`src/rtl/symbol_shift_pkg.sv`:
```
// Shared types and helpers for the symbol shifter: mode encoding, symbol slice
// extraction and parameter legality checks. No logic, no latency, no handshake.
package symbol_shift_pkg;

  typedef enum logic [1:0] {
    SHM_LSR = 2'b00,
    SHM_LSL = 2'b01,
    SHM_ROR = 2'b10,
    SHM_ASR = 2'b11
  } shm_e;

  localparam int SLICE_VEC_MAX = 1024;
  localparam int SLICE_SYM_MAX = 32;

  // Symbol idx of a zero-extended vector, right-aligned in the return value.
  function automatic logic [SLICE_SYM_MAX-1:0] sym_slice(
    input logic [SLICE_VEC_MAX-1:0] vec,
    input int                       idx,
    input int                       sym_w
  );
    logic [SLICE_VEC_MAX-1:0] sh;
    sh = vec >> (idx * sym_w);
    return sh[SLICE_SYM_MAX-1:0] & ~({SLICE_SYM_MAX{1'b1}} << sym_w);
  endfunction

  function automatic bit params_legal(
    input int sym_w,
    input int num_sym,
    input int max_shift,
    input int shift_w
  );
    return (sym_w >= 1) && (sym_w <= SLICE_SYM_MAX) &&
           (num_sym >= 2) && (num_sym * sym_w <= SLICE_VEC_MAX) &&
           (max_shift >= 0) && (max_shift < num_sym) &&
           (shift_w >= 1) && (shift_w < 31) && ((1 << shift_w) > max_shift);
  endfunction

endpackage

```
`src/rtl/symbol_shift_stage.sv`:
```
// Combinational shift by 0 or STEP symbols in the selected mode; vacated slots take fill.
// Zero latency, no handshake: the enclosing pipeline owns flow control.
module symbol_shift_stage
  import symbol_shift_pkg::*;
#(
  parameter int SYM_W   = 5,
  parameter int NUM_SYM = 10,
  parameter int STEP    = 1
) (
  input  logic [NUM_SYM*SYM_W-1:0] din,
  input  shm_e                     mode,
  input  logic [SYM_W-1:0]         fill,
  input  logic                     en,
  output logic [NUM_SYM*SYM_W-1:0] dout
);

  for (genvar j = 0; j < NUM_SYM; j++) begin : g_sym
    localparam int ROT_IDX = (j + STEP) % NUM_SYM;
    logic [SYM_W-1:0] rsh;
    logic [SYM_W-1:0] lsh;
    logic [SYM_W-1:0] rot;
    logic [SYM_W-1:0] sym;

    if (j + STEP < NUM_SYM) begin : g_rsh
      assign rsh = din[(j+STEP)*SYM_W +: SYM_W];
    end else begin : g_rsh_fill
      assign rsh = fill;
    end

    if (j >= STEP) begin : g_lsh
      assign lsh = din[(j-STEP)*SYM_W +: SYM_W];
    end else begin : g_lsh_fill
      assign lsh = fill;
    end

    assign rot = din[ROT_IDX*SYM_W +: SYM_W];

    // Arithmetic right reuses the logical path; the caller supplies the top symbol as fill.
    always_comb begin
      sym = din[j*SYM_W +: SYM_W];
      if (en) begin
        case (mode)
          SHM_LSR: sym = rsh;
          SHM_LSL: sym = lsh;
          SHM_ROR: sym = rot;
          SHM_ASR: sym = rsh;
          default: sym = rsh;
        endcase
      end
    end

    assign dout[j*SYM_W +: SYM_W] = sym;
  end

endmodule

```
`src/rtl/symbol_shifter_pipe.sv`:
```
// Pipelined symbol shifter (LSR/LSL/ROR/ASR) with saturating out-of-range counter.
// Latency 2 cycles, 1 beat/cycle; in_ready = !s1_vld || s2 loads, so a stalled output backs up both stages.
module symbol_shifter_pipe
  import symbol_shift_pkg::*;
#(
  parameter int SYM_W     = 5,
  parameter int NUM_SYM   = 10,
  parameter int MAX_SHIFT = 4,
  parameter int SHIFT_W   = 3,
  parameter int CNT_W     = 16
) (
  input  logic                     clk,
  input  logic                     rst,
  input  logic                     in_valid,
  output logic                     in_ready,
  input  logic [NUM_SYM*SYM_W-1:0] in_data,
  input  logic [SHIFT_W-1:0]       in_shift,
  input  logic [1:0]               in_mode,
  input  logic [SYM_W-1:0]         in_fill,
  output logic                     out_valid,
  input  logic                     out_ready,
  output logic [NUM_SYM*SYM_W-1:0] out_data,
  output logic                     out_oor,
  output logic [CNT_W-1:0]         oor_count
);

  localparam int W = NUM_SYM * SYM_W;
  localparam logic [SHIFT_W-1:0] MAX_SHIFT_V = SHIFT_W'(MAX_SHIFT);

  if (!params_legal(SYM_W, NUM_SYM, MAX_SHIFT, SHIFT_W)) begin : g_bad_params
    $error("symbol_shifter_pipe: illegal parameter combination");
  end

  logic s1_vld;
  logic s2_vld;
  logic s1_load;
  logic s2_load;

  assign s2_load   = !s2_vld || out_ready;
  assign s1_load   = !s1_vld || s2_load;
  assign in_ready  = s1_load;
  assign out_valid = s2_vld;

  shm_e             in_mode_e;
  logic [SYM_W-1:0] top_sym;
  logic [SYM_W-1:0] fill_sel;
  logic             in_oor;

  assign in_mode_e = shm_e'(in_mode);
  assign top_sym   = SYM_W'(sym_slice(SLICE_VEC_MAX'(in_data), NUM_SYM - 1, SYM_W));
  assign fill_sel  = (in_mode_e == SHM_ASR) ? top_sym : in_fill;
  assign in_oor    = in_shift > MAX_SHIFT_V;

  // Stage 1: every shift bit above bit 0, one constant-step shifter per bit.
  logic [SHIFT_W-1:0][W-1:0] chain;
  assign chain[0] = in_data;

  for (genvar b = 1; b < SHIFT_W; b++) begin : g_s1
    symbol_shift_stage #(
      .SYM_W   (SYM_W),
      .NUM_SYM (NUM_SYM),
      .STEP    (1 << b)
    ) u_stage (
      .din  (chain[b-1]),
      .mode (in_mode_e),
      .fill (fill_sel),
      .en   (in_shift[b]),
      .dout (chain[b])
    );
  end

  logic [W-1:0]     s1_dat;
  shm_e             s1_mode;
  logic [SYM_W-1:0] s1_fill;
  logic             s1_oor;
  logic             s1_sh0;

  always_ff @(posedge clk) begin
    if (rst) begin
      s1_vld  <= 1'b0;
      s1_dat  <= '0;
      s1_mode <= SHM_LSR;
      s1_fill <= '0;
      s1_oor  <= 1'b0;
      s1_sh0  <= 1'b0;
    end else if (s1_load) begin
      s1_vld <= in_valid;
      if (in_valid) begin
        s1_dat  <= in_oor ? {NUM_SYM{fill_sel}} : chain[SHIFT_W-1];
        s1_mode <= in_mode_e;
        s1_fill <= fill_sel;
        s1_oor  <= in_oor;
        s1_sh0  <= in_shift[0];
      end
    end
  end

  // Stage 2: the single-symbol step; an out-of-range beat is already a uniform word.
  logic [W-1:0] s2_dat;

  symbol_shift_stage #(
    .SYM_W   (SYM_W),
    .NUM_SYM (NUM_SYM),
    .STEP    (1)
  ) u_s2_stage (
    .din  (s1_dat),
    .mode (s1_mode),
    .fill (s1_fill),
    .en   (s1_sh0 && !s1_oor),
    .dout (s2_dat)
  );

  always_ff @(posedge clk) begin
    if (rst) begin
      s2_vld   <= 1'b0;
      out_data <= '0;
      out_oor  <= 1'b0;
    end else if (s2_load) begin
      s2_vld <= s1_vld;
      if (s1_vld) begin
        out_data <= s2_dat;
        out_oor  <= s1_oor;
      end
    end
  end

  always_ff @(posedge clk) begin
    if (rst) begin
      oor_count <= '0;
    end else if (out_valid && out_ready && out_oor && (oor_count != {CNT_W{1'b1}})) begin
      oor_count <= oor_count + 1'b1;
    end
  end

endmodule
```
`config.mk`:
```
export PLATFORM = sky130hd
export DESIGN_NAME = symbol_shifter_pipe
export DESIGN_NICKNAME = d
export VERILOG_FILES = /design/src/rtl/symbol_shift_pkg.sv /design/src/rtl/symbol_shift_stage.sv /design/src/rtl/symbol_shifter_pipe.sv
export SDC_FILE = /design/constraint.sdc
export NUM_CORES = 1
export LEC_CHECK = 0
export ABC_AREA = 1
export ABC_CLOCK_PERIOD_IN_PS = 2300
export CORE_MARGIN = 3
export CORE_UTILIZATION = 45
export DETAILED_ROUTE_END_ITERATION = 16
export PLACE_DENSITY = 0.69
export REMOVE_ABC_BUFFERS = 1
export SYNTH_ARGS = -nofsm -noshare
export SYNTH_HDL_FRONTEND = slang
export SYNTH_SLANG_ARGS = --single-unit
```
`constraint.sdc`:
```
create_clock -name clk -period 2.3 [get_ports clk]
set_input_delay 0.69 -clock clk [delete_from_list [all_inputs] [get_ports clk]]
set_output_delay 0.69 -clock clk [all_outputs]
set_load 0.03 [all_outputs]
```
==> results.yml <==
status:
  status: "complete, no violations"
floorplan:
  rows: 48
  die_x_um: 141
  die_area_sq_mm: 0.0200
  core_area_sq_mm: 0.0176
  fp.dieH_um: 141
  pin_count: 133
  initial_core_util_pct: 46.9
global_routing:
  grt_usage_pct: 27.8
  grt_max_degree: 81
  grt_overflow: 0
  grt_pass1_wl_mm: 45.3
  grt_pass1_vias: 8646
  antenna_found_initial: 0
clock_tree:
  cts_hold_buffers: 0
  path_clk_slew_ps: 60
  cts_max_level: 4
  cts.path.max_buffers: 2
  root_buffer: "clkbuf_16"
  cts_buffers: 17
  cts_sinks: 128
  cts_tree: "yes"
  insertion_delay_ps: 430
worst_setup_path:
  crit_chain: "clkdlybuf4s50_1"
  critPathMaxFanout: 5
  end_kind: "output port"
  crit_path_start_kind: "register"
  required_ps: 1610
  path_class: "reg2out"
  max_stage_delay_ps: 710
  critPathArrivalTime_ps: 1560
  slowest_stage: "clkdlybuf4s50_1"
  critPathTopFamily: "buffers and inverters"
  cp_num_buf_inv: 1
sta:
  maxSlewViolCount: 0
  min_period_over_period_pct: 97.9
  fin_worst_skew_ps: 12.6
  timing.setup.tns_ps: 0
  layout_setup_ws_ps: 47.4
  slew_headroom_pct: 65.9
  min_period_ps: 2250
  finalSetupViolCount: 0
  tightest_slew_ps: 512
  rsz0062_at_grt: "no"
  hold_viol: 0
  fmaxAchievable_mhz: 444
finish:
  fill_cells: 1697
  regArea_sq_mm: 0.00256
  antenna_cells: 0
  multi_input_area_sq_mm: 0.00496
  final_util_pct: 61.0
  drive_gt1_share_pct: 11.3
  final_nets: 1535
  synthToLayoutAreaGrowth_pct: 30.3
power:
  ir_drop_v: 0.000498
  powerDensity_mw_per_mm2: 650
  power.switching_mw: 2.17
  swShare_pct: 31.1
  leakagePower_nw: 4.35
  internal_power_mw: 4.81
  pwr-share-clk_pct: 41.6
  comb_power_share_pct: 22.9
  pwr-share-seq_pct: 35.5
detailed_routing:
  drc: 0
  viasPerCell: 5.68
  drt_iter0_drc: 946
  wl_per_cell_um: 16.5
  wl_mm: 28.1
  firstDrtPassIters: 6
  detail-route-antenna-nets: 0
  vias: 9678
placement:
  gp_congestion: 0.950
  pre_cts_ws_ps: -323
  io_buffers: 132
  hpwl_mm: 19.5
job:
  max_cap_violations: 0
yosys:
  netlist_area_sq_mm: 0.00825
  yosysSeqAreaShare_pct: 31.1
  synthCells: 1338
  synth_cell_types: 31
  synth-seq-cells: 128
  synth_area_per_cell_sq_um: 6.16
  yosys_warnings: 0
min_path:
  hold_class: "reg2reg"
[registers in the layout, summed over array words and instances, names as in the netlist]
| name | flops |
|---|---|
| oor_count | 16 |
| out_data | 50 |
| out_oor | 1 |
| out_valid | 1 |
| s1_dat | 50 |
| s1_fill | 5 |
| s1_mode | 2 |
| s1_oor | 1 |
| s1_sh0 | 1 |
| s1_vld | 1 |
[cell families (layout without fill, tap and decap cells)]
family                     Yosys count  in the layout  share of synthesized area, %
DFF                                128            128                          31.1
buffers and inverters              177            317                          9.23
AOI/OAI and AO/OA                  503            503                          31.1
xor gates and xnor gates            10             10                          1.06
and+or+nand+nor                    514            514                          26.6
adders and majority gates            6              6                         0.910
[path summary, 6_finish.rpt]
path / start / to / slack [ps] / cells after the start
setup / recovery: oor_count[10] / oor_count[10] / 50 / 1
hold / removal: s1_fill[0] / s1_fill[0] / 480 / 2
setup reg to reg: oor_count[0] / oor_count[13] / 520 / 8
hold reg to reg: s1_fill[0] / s1_fill[0] / 480 / 2
[cell type report]
| type | instances | share of cell area [%] |
|---|---|---|
| clock buffer | 20 | 4.07 |
| tap | 225 | 2.62 |
| timing repair buffer | 206 | 18.8 |
| multi-input combinational | 1033 | 46.2 |
| clock inverter | 12 | 1.70 |
| inverter | 79 | 2.78 |
| sequential | 128 | 23.9 |
[per-stage QoR]
stage | hold slack (ps) | power (mW) | area, sq um | std cells
2_1_floorplan | 453 | 3.37 | 7780 | 1240
3_3_place_gp | 471 | 4.08 | 10100 | 1671
3_5_place_dp | 473 | 4.08 | 10100 | 1671
4_1_cts | 483 | 6.97 | 10700 | 1703
5_1_grt | 520 | 7.26 | 10700 | 1703
6_report | 480 | 6.98 | 10700 | 1703
[routing by layer]
| metal | GRT usage [%] | share of wire (%) |
|---|---|---|
| met1 | 38.9 | 45 |
| met2 | 43.2 | 43 |
| met3 | 5.76 | 8.7 |
| met4 | 8.47 | 2.4 |
| met5 | 0 | 0 |
[power by group through the flow]
stage	clock network, mW	registers [mW]	logic (mW)
final	2.90	2.48	1.60
after global placement	0	2.52	1.56
after floorplan	0	2.63	0.746
after detailed placement	0	2.52	1.56
after CTS	2.93	2.47	1.57
after global routing	3.02	2.49	1.76
[worst register-to-register path, cell delays in order (launching register included)]
cell     delay (ps)
dfxtp_1         420
ha_1            330
nand3_2         130
nor2_2          160
nand3_1         100
nand2_2         120
buf_4           200
nand2_1          80
a21oi_1         160
[layout by cell type (no fill, tap or decap), types with 3 or more instances in the layout]
cell type,count
a21oi_1,283
nand3_1,97
bufinv_16,4
clkbuf_16,17
nor2_2,3
o22ai_1,5
nand3_2,3
xor2_1,5
or2_1,7
nor2_1,68
nand2_1,294
a21oi_2,6
or2_2,18
dfxtp_1,128
ha_1,4
inv_1,69
o21ai_1,19
o211ai_1,5
buf_12,12
clkinvlp_4,3
nor3_1,3
buf_4,63
a31oi_1,10
xnor2_1,5
o21ai_0,172
clkdlybuf4s50_1,128
nand4_1,3
nand2_2,17
inv_2,9
clkbuf_1,3
[what timing repair did]
action / in CTS / in global routing
endpoints found under the setup margin: 1 / 21
setup buffers: 0 / 0
gates cloned: 0 / 0
gates resized for setup: 1 / 10
hold endpoints to repair: 0 / 0
[synthesized netlist by cell type, drive strengths merged]
library cell,count,share of area (%)
a211oi,1,0.091
a21oi,290,18
a31oi,10,0.76
buf,34,2.7
clkbuf,64,2.9
dfxtp,128,31
ha,6,0.91
inv,79,3.6
nand2,311,15
nand3,100,6.3
nand4,3,0.23
nor2,72,3.4
nor3,3,0.18
o211ai,5,0.46
o21ai,192,12
o22ai,5,0.38
or2,25,1.9
xnor2,5,0.53
xor2,5,0.53
No activity file was read; power rests on OpenSTA's default activity.
